--- src/rtl/alu_pkg.sv ---
// Shared ALU definitions: op codes, stage FSM encoding and default datapath width.
package alu_pkg;
  localparam int ALU_WIDTH = 32;

  typedef enum logic [1:0] {
    ALU_ADD = 2'b00,
    ALU_SUB = 2'b01,
    ALU_MUL = 2'b10,
    ALU_SLT = 2'b11
  } alu_op_e;

  typedef enum logic {
    IDLE = 1'b0,
    MUL  = 1'b1
  } alu_state_e;
endpackage

--- src/rtl/seq_multiplier.sv ---
// Shift-add multiplier: one partial-product step per cycle, WIDTH cycles after start.
module seq_multiplier
  import alu_pkg::*;
#(
  parameter int WIDTH = ALU_WIDTH
) (
  input  logic             clk,
  input  logic             rst,
  input  logic             kill,
  input  logic             start,
  input  logic [WIDTH-1:0] a,
  input  logic [WIDTH-1:0] b,
  output logic             done,
  output logic [WIDTH-1:0] product
);
  localparam int CW = $clog2(WIDTH);

  logic             busy;
  logic [CW-1:0]    cnt;
  logic [WIDTH-1:0] a_q, b_q, acc;

  // done and product are combinational so the final step's sum is visible in the same cycle
  assign product = acc + (b_q[0] ? a_q : '0);
  assign done    = busy && (cnt == CW'(WIDTH-1));

  always_ff @(posedge clk) begin
    if (rst || kill) begin
      busy <= 1'b0;
      cnt  <= '0;
      acc  <= '0;
      a_q  <= '0;
      b_q  <= '0;
    end else if (start) begin
      busy <= 1'b1;
      cnt  <= '0;
      acc  <= '0;
      a_q  <= a;
      b_q  <= b;
    end else if (busy) begin
      acc <= product;
      a_q <= a_q << 1;
      b_q <= b_q >> 1;
      cnt <= done ? '0 : cnt + 1'b1;
      if (done) busy <= 1'b0;
    end
  end
endmodule

--- src/rtl/execute_alu_stage.sv ---
// Execute stage: single-cycle add/sub/slt, iterative mul with ready backpressure.
module execute_alu_stage
  import alu_pkg::*;
#(
  parameter int WIDTH = ALU_WIDTH,
  parameter int TAG_W = 5
) (
  input  logic             clk,
  input  logic             rst,
  input  logic             valid_in,
  output logic             ready,
  input  logic [1:0]       aluController,
  input  logic [WIDTH-1:0] srcA,
  input  logic [WIDTH-1:0] srcB,
  input  logic [TAG_W-1:0] rd_in,
  input  logic             flush,
  output logic             valid_out,
  output logic [WIDTH-1:0] aluResult,
  output logic             zero,
  output logic [TAG_W-1:0] rd_out
);
  alu_state_e       state;
  alu_op_e          op;
  logic [WIDTH-1:0] alu_res;
  logic [TAG_W-1:0] rd_q;
  logic             accept, mul_start, mul_done;
  logic [WIDTH-1:0] mul_prod;

  assign op        = alu_op_e'(aluController);
  assign ready     = (state == IDLE);
  assign accept    = valid_in && ready && !flush;
  assign mul_start = accept && (op == ALU_MUL);

  always_comb begin
    alu_res = srcA + srcB;
    case (op)
      ALU_SUB: alu_res = srcA - srcB;
      ALU_SLT: alu_res = ($signed(srcA) < $signed(srcB)) ? WIDTH'(1) : '0;
      default: alu_res = srcA + srcB;
    endcase
  end

  seq_multiplier #(.WIDTH(WIDTH)) u_mul (
    .clk     (clk),
    .rst     (rst),
    .kill    (flush),
    .start   (mul_start),
    .a       (srcA),
    .b       (srcB),
    .done    (mul_done),
    .product (mul_prod)
  );

  always_ff @(posedge clk) begin
    if (rst) begin
      state     <= IDLE;
      valid_out <= 1'b0;
      aluResult <= '0;
      zero      <= 1'b1;
      rd_out    <= '0;
      rd_q      <= '0;
    end else begin
      valid_out <= 1'b0;
      if (flush) begin
        state <= IDLE;
      end else begin
        case (state)
          IDLE: if (accept) begin
            if (op == ALU_MUL) begin
              state <= MUL;
              rd_q  <= rd_in;
            end else begin
              aluResult <= alu_res;
              zero      <= (alu_res == '0);
              rd_out    <= rd_in;
              valid_out <= 1'b1;
            end
          end
          MUL: if (mul_done) begin
            state     <= IDLE;
            aluResult <= mul_prod;
            zero      <= (mul_prod == '0);
            rd_out    <= rd_q;
            valid_out <= 1'b1;
          end
          default: state <= IDLE;
        endcase
      end
    end
  end
endmodule

--- config.mk ---
export PLATFORM = sky130hd
export DESIGN_NAME = execute_alu_stage
export DESIGN_NICKNAME = d
export VERILOG_FILES = /design/src/rtl/alu_pkg.sv /design/src/rtl/seq_multiplier.sv /design/src/rtl/execute_alu_stage.sv
export SDC_FILE = /design/constraint.sdc
export NUM_CORES = 1
export LEC_CHECK = 0
export BUFFER_PORTS_ARGS = -buffer_cell sky130_fd_sc_hd__buf_2
export CORE_MARGIN = 10
export CORE_UTILIZATION = 50
export CTS_CLUSTER_DIAMETER = 150
export DETAILED_ROUTE_END_ITERATION = 7
export PLACE_DENSITY = 0.73
export SETUP_SLACK_MARGIN = 0.05
export SLEW_MARGIN = 20
export SYNTH_ARGS = -nofsm -noshare
export SYNTH_HDL_FRONTEND = slang
export SYNTH_SLANG_ARGS = --single-unit
--- constraint.sdc ---
create_clock -name clk -period 4.1 [get_ports clk]
set_input_delay 1.23 -clock clk [delete_from_list [all_inputs] [get_ports clk]]
set_output_delay 1.23 -clock clk [all_outputs]
set_load 0.01 [all_outputs]
==> results.ini, run 1 <==
[worst_setup_path]
start_kind=input pin
worstPathArrival_ps=4350
cp-end-kind=flip-flop
worstPathMaxFanout=2
critPathKind=input pin to flip-flop
crit_required_ps=4470

[synthesis]
syn_area_sq_um=11910
mappedNetlistNets=1734
syn_avg_cell_area_sq_um=7.632
ys_async_sr_fraction_pct=0
yosys-top-cells-count=nor2_1, dfxtp_1, a21oi_1
yosys_warnings=0
synth_flop_cell=dfxtp_1
synth_top_area_cell=dfxtp_1
synth_top_area_share_pct=24.72
synth_cell_types=72
synth_cells=1560
ys_top_cells_by_area=dfxtp_1, ha_1, mux2i_1
yosysMostFrequentCell=nor2_1
synth_edf_count=0
seq_area_frac_synth_pct=24.72
synth-seq-cells=147

[timing]
hold_ws_ps=455.5
max_freq_ghz=0.2508
setup_viol=0
rsz0062_at_grt=true
clock_skew_ps=10.76
setup_slack_ps=113.1
finalMaxSlewViolations=0
slew_headroom_pct=39.23
tightestPinTransition_ps=910.6
period_share_pct=97.24
post-route-min-period_ps=3987
finalHoldViolations=0
fin_tns_setup_ps=0

[cts]
cts_buffer_depth=2
cts_tree=built
numCtsBuffers=17
htreeDepth=4
clkLatencyLatePin_ps=440
ctsHoldBuffers=0
cts_root_buf=clkbuf_16
clk_pin_slew_ps=70
cts.sinks=147

[detailed_routing]
drt_pass1_iterations=5
drc=0
m1WireLength_um=17630
dr_wl_met2_um=19530
vias_per_cell=5.842
routed_wirelength_um=41360
wire_per_inst_um=19.06
vias=12680
ant_nets=0
drt-initial-drc-count=874
top_layer_used=met4
met3WireLength_um=2393

[layout]
syn_to_final_growth_pct=28.89
antenna_cells=0
nNetsFinal=2012
n_fill_cell=2027
drive_gt1_share_pct=25.61
final_core_util_pct=65.38
fin_area_sq_um=15350

[placement]
dp_hpwl_um=31510
portBuffers=114
place.gp.congestion=0.9773
placed_area_sq_um=14350
pre_cts_ws_ps=-599.3

[die]
fp.dieW_um=174.3
boundaryPins=115
start_util_pct=50.72
core_sq_um=23470
die_h_um=174.3
rows=56
die_area_sq_um=30390

[grt]
gr-total-overflow=0
grt_max_degree=67
grt_first_pass_wirelength_um=64870
antenna_found_initial=0
grt_pass1_vias=12390
grt_usage_pct=25.92

[status]
status=completed

[power_and_ir_drop]
peakVddDrop_mv=0.2054
p_per_area_nw_per_um2=291.4
leakage_nw=6.595

[worst_hold_path]
min_path_type=flip-flop to flip-flop

[job]
maxCapViolations=0

-- stage by stage --
stage / power [mW] / instances
floorplan: 2.167 / 1560
global placement: 2.744 / 2132
detailed placement: 2.753 / 2132
CTS: 4.396 / 2164
global route: 4.638 / 2170
finish: 4.471 / 2170
-- per-layer routing --
metal | up-vias | GRT usage (%)
met3 | 100 | 4.074
met2 | 462 | 43.19
met5 | - | 0
met1 | 5950 | 32.17
li1 | 6165 | -
met4 | 0 | 11.86
-- cells in the final DEF (no fill, tap or decap), types with 8 or more instances in the layout --
master,n
xor2_1,18
a21o_1,21
a21oi_1,112
nand2b_1,22
nor2b_1,13
o21ai_0,51
mux2i_1,103
nand4_1,13
nand3_1,25
nor3_1,35
o21ai_1,9
xnor2_1,49
o21a_1,8
a31oi_1,10
and2_1,37
buf_4,249
clkbuf_16,17
dfxtp_1,145
nand2_1,88
o22ai_1,10
ha_1,89
a211oi_1,90
o211ai_1,23
nor4_1,8
buf_2,112
nor2_1,234
inv_1,69
-- area by class of cell --
type                    count  area, sq um  area share [%]
clock buffers              21        460.4           3.000
clock inverters            11        140.1          0.9132
inverters                  72        272.8           1.777
multi-input cells        1234         8618           56.16
flip-flops and latches    147         2948           19.21
well taps                 319        399.1           2.601
repair buffers            366         2507           16.34
-- cell families (layout without fill, tap and decap cells) --
logic type,count (synthesis),in the layout,share of synthesized area (%)
AOI/OAI and AO/OA,443,443,24.97
xor gates and xnor gates,68,68,5.002
adders and majority gates,99,99,10.59
buffers and inverters,179,470,5.780
DFF,147,147,24.72
muxes,104,104,8.754
and+or+nand+nor,520,520,20.19
-- power by group --
group	total [mW]	internal, mW	switching [mW]	leakage [nW]
Combinational	1.34	0.614	0.725	5.11
Clock	1.65	0.946	0.703	0.292
Sequential	1.48	1.46	0.0203	1.19
-- worst paths after layout --
path / startpoint / to / slack, ps / cells after the start
max: srcB[0] / zero$_SDFFE_PP1P_ / 110 / 17
min: aluResult[9]$_SDFFE_PP0P_ / aluResult[9]$_SDFFE_PP0P_ / 460 / 2
max reg2reg: u_mul.b_q[0]$_SDFFE_PP0P_ / zero$_SDFFE_PP1P_ / 270 / 15
min reg2reg: aluResult[9]$_SDFFE_PP0P_ / aluResult[9]$_SDFFE_PP0P_ / 460 / 2
-- timing repair --
action                     in CTS  in global routing
resized for setup              10                 72
pin swaps                       0                 23
setup buffers                   0                  6
setup endpoints to repair       8                 10
-- flip-flops by register name (all words and copies together), names as in the netlist, 5 cells and up --
signal     cells
rd_out         5
u_mul.acc     32
u_mul.b_q     32
u_mul.a_q     32
aluResult     32
u_mul.cnt      5
rd_q           5
-- worst max-delay path, stage by stage --
cell      delay, ps
buf_8            90
buf_6           100
ha_4            150
inv_2            40
fa_2            350
a21o_1          220
nand4_1         160
nand2_2         120
xnor2_1         150
a22oi_2         210
nand4_1         160
nor4_2          350
nand4_1         210
nor4b_4         320
and4b_1         220
nand4b_1        100
a31oi_1         170
Note: power is estimated with default switching activity, not from simulation.
==> inputs of run 2 (changes only) <==
- CELL_PAD_IN_SITES_DETAIL_PLACEMENT: not set -> 0
- CELL_PAD_IN_SITES_GLOBAL_PLACEMENT: not set -> 1
- CORE_UTILIZATION: 50 -> 41
- PLACE_DENSITY: 0.73 -> 0.79
==> results.ini, run 2 (synthesis gave the netlist of run 1 again) <==
[status]
status=completed

[grt]
gr-total-overflow=0  ; unchanged
grt_usage_pct=22.27  ; -3.6 points
antenna_found_initial=1  ; +1
grt_max_degree=129  ; +93%
grt_first_pass_wirelength_um=65430  ; +0.85%
grt_pass1_vias=12230  ; -1.3%

[cts]
cts_root_buf=clkbuf_16
numCtsBuffers=17  ; unchanged
clkLatencyLatePin_ps=450  ; about the same
cts.sinks=147  ; unchanged
htreeDepth=4  ; unchanged
cts_buffer_depth=2  ; unchanged
cts_tree=built
clk_pin_slew_ps=70  ; about the same

[power_and_ir_drop]
leakage_nw=6.555  ; -0.61%
power_mw=4.414  ; -1.3%
p_per_area_nw_per_um2=288.6  ; -0.94%
p_int_mw=2.927  ; -3.2%
peakVddDrop_mv=0.2543  ; +24%
pwr-share-seq_pct=33.7  ; +0.5 points
p_clk_share_pct=36.8  ; about the same
p_sw_mw=1.487  ; +2.7%
pwr-share-comb_pct=29.5  ; -0.5 points
p_sw_share_pct=33.70  ; +1.3 points

[layout]
final_cell_mix=buf_4, nor2_1, dfxtp_1, a21oi_1, buf_2
syn_to_final_growth_pct=28.45
fin_area_sq_um=15290  ; -0.34%
antenna_cells=0  ; unchanged
drive_gt1_share_pct=24.82  ; -0.78 points
final_common_cell=buf_4
stdcell_count=2233  ; +2.9%
final_core_util_pct=53.28  ; -12 points
nNetsFinal=2010  ; -0.099%

[die]
core_sq_um=28700  ; +22%
start_util_pct=41.48  ; -9.2 points
die_area_sq_um=36260  ; +19%
fp.dieW_um=190.4  ; +9.2%
rows=62  ; +11%
die_h_um=190.4  ; +9.2%
boundaryPins=115  ; unchanged

[timing]
rsz0062_at_grt=true
tightestPinTransition_ps=972.4  ; +61.79 ps
clock_skew_ps=17.05  ; +6.288 ps
hold_ws_ps=455.0  ; -0.4410 ps
fin_tns_setup_ps=0  ; unchanged
post-route-min-period_ps=3938  ; -48.96 ps
setup_slack_ps=162.1  ; +48.96 ps
finalHoldViolations=0  ; unchanged
max_freq_ghz=0.2539  ; +1.2%
finalMaxSlewViolations=0  ; unchanged
setup_viol=0  ; unchanged
slew_headroom_pct=35.18  ; -4.1 points
period_share_pct=96.05  ; -1.2 points

[worst_setup_path]
crit_path_top_delay_cell=a221o_1
crit_buf_inv=3  ; unchanged
critPathKind=input pin to flip-flop
max_stage_delay_ps=340  ; about the same
crit_path_cell_trace=buf_2 > ha_1 > buf_4 > nor2_2 > o21ai_1 > a31o_2 > a31oi_1 > buf_4 > nor2_1 > a221o_1 > nand2_1 > nand4_1 > nor4b_2 > and4b_1 > nand4b_1 > a31oi_1
worstPathMaxFanout=7  ; +5
start_kind=input pin
crit_required_ps=4470  ; about the same
crit_family=simple AND/OR/NAND/NOR gates
worstPathArrival_ps=4310  ; -40 ps
cp-end-kind=flip-flop

[placement]
portBuffers=114  ; unchanged
place.gp.congestion=0.9324  ; -4.6%
dp_cells=2196  ; +3.0%
dp_hpwl_um=32300  ; +2.5%
placed_area_sq_um=14410  ; +0.43%
pre_cts_ws_ps=-506.9  ; +92.34 ps

[detailed_routing]
drt-initial-drc-count=925  ; +5.8%
routed_wirelength_um=41720  ; +0.85%
vias=12360  ; -2.5%
drt_pass1_iterations=5  ; unchanged
vias_per_cell=5.534  ; -5.3%
ant_nets=0  ; unchanged
drc=0  ; unchanged
wire_per_inst_um=18.68  ; -2.0%

[worst_hold_path]
min_path_type=flip-flop to flip-flop

[job]
maxCapViolations=0  ; unchanged

-- run 2: worst paths after layout --
check / from / slack [ps] / cells past startpoint / end
min: rd_q[4]$_SDFFE_PP0P_ / 460 / 2 / rd_q[4]$_SDFFE_PP0P_
min reg2reg: rd_q[4]$_SDFFE_PP0P_ / 460 / 2 / rd_q[4]$_SDFFE_PP0P_
max reg2reg: u_mul.b_q[0]$_SDFFE_PP0P_ / 260 / 15 / zero$_SDFFE_PP1P_
max: srcA[12] / 160 / 16 / zero$_SDFFE_PP1P_
-- run 2: routing by layer --
| layer | share of wire [%] | track usage (%) |
|---|---|---|
| met5 | 0.031 | 0 |
| met4 | 2.0 | 6.057 |
| met3 | 4.5 | 3.219 |
| met2 | 48 | 37.85 |
| met1 | 45 | 28.74 |
-- run 2: layout make-up --
type | instances | area, sq um
sequential | 147 | 2950
tap | 384 | 480.5
clock buffer | 17 | 425.4
multi-input combinational | 1234 | 8524
timing repair buffer | 364 | 2480
clock inverter | 15 | 160.2
inverter | 72 | 272.8
fill | 2885 | 13410
-- run 2: tightest hold or removal path: stages (launching register included) --
cell and delay [ps]:
dfxtp_1 310, nand2_1 50, a21oi_1 50
-- run 2: what timing repair did --
item                       CTS  global route
cloned                       0             0
resized for setup            5            60
pin swaps                    1            19
buffers inserted             1             4
hold buffers                 0             0
setup endpoints to repair    4            11
-- run 2: power groups by stage --
| stage | Sequential [mW] | Clock, mW | Combinational (mW) |
|---|---|---|---|
| after global placement | 1.52 | 0 | 1.23 |
| after detailed placement | 1.52 | 0 | 1.23 |
| final | 1.49 | 1.63 | 1.30 |
| after CTS | 1.49 | 1.65 | 1.25 |
| after floorplan | 1.52 | 0 | 0.645 |
| after global routing | 1.49 | 1.71 | 1.41 |
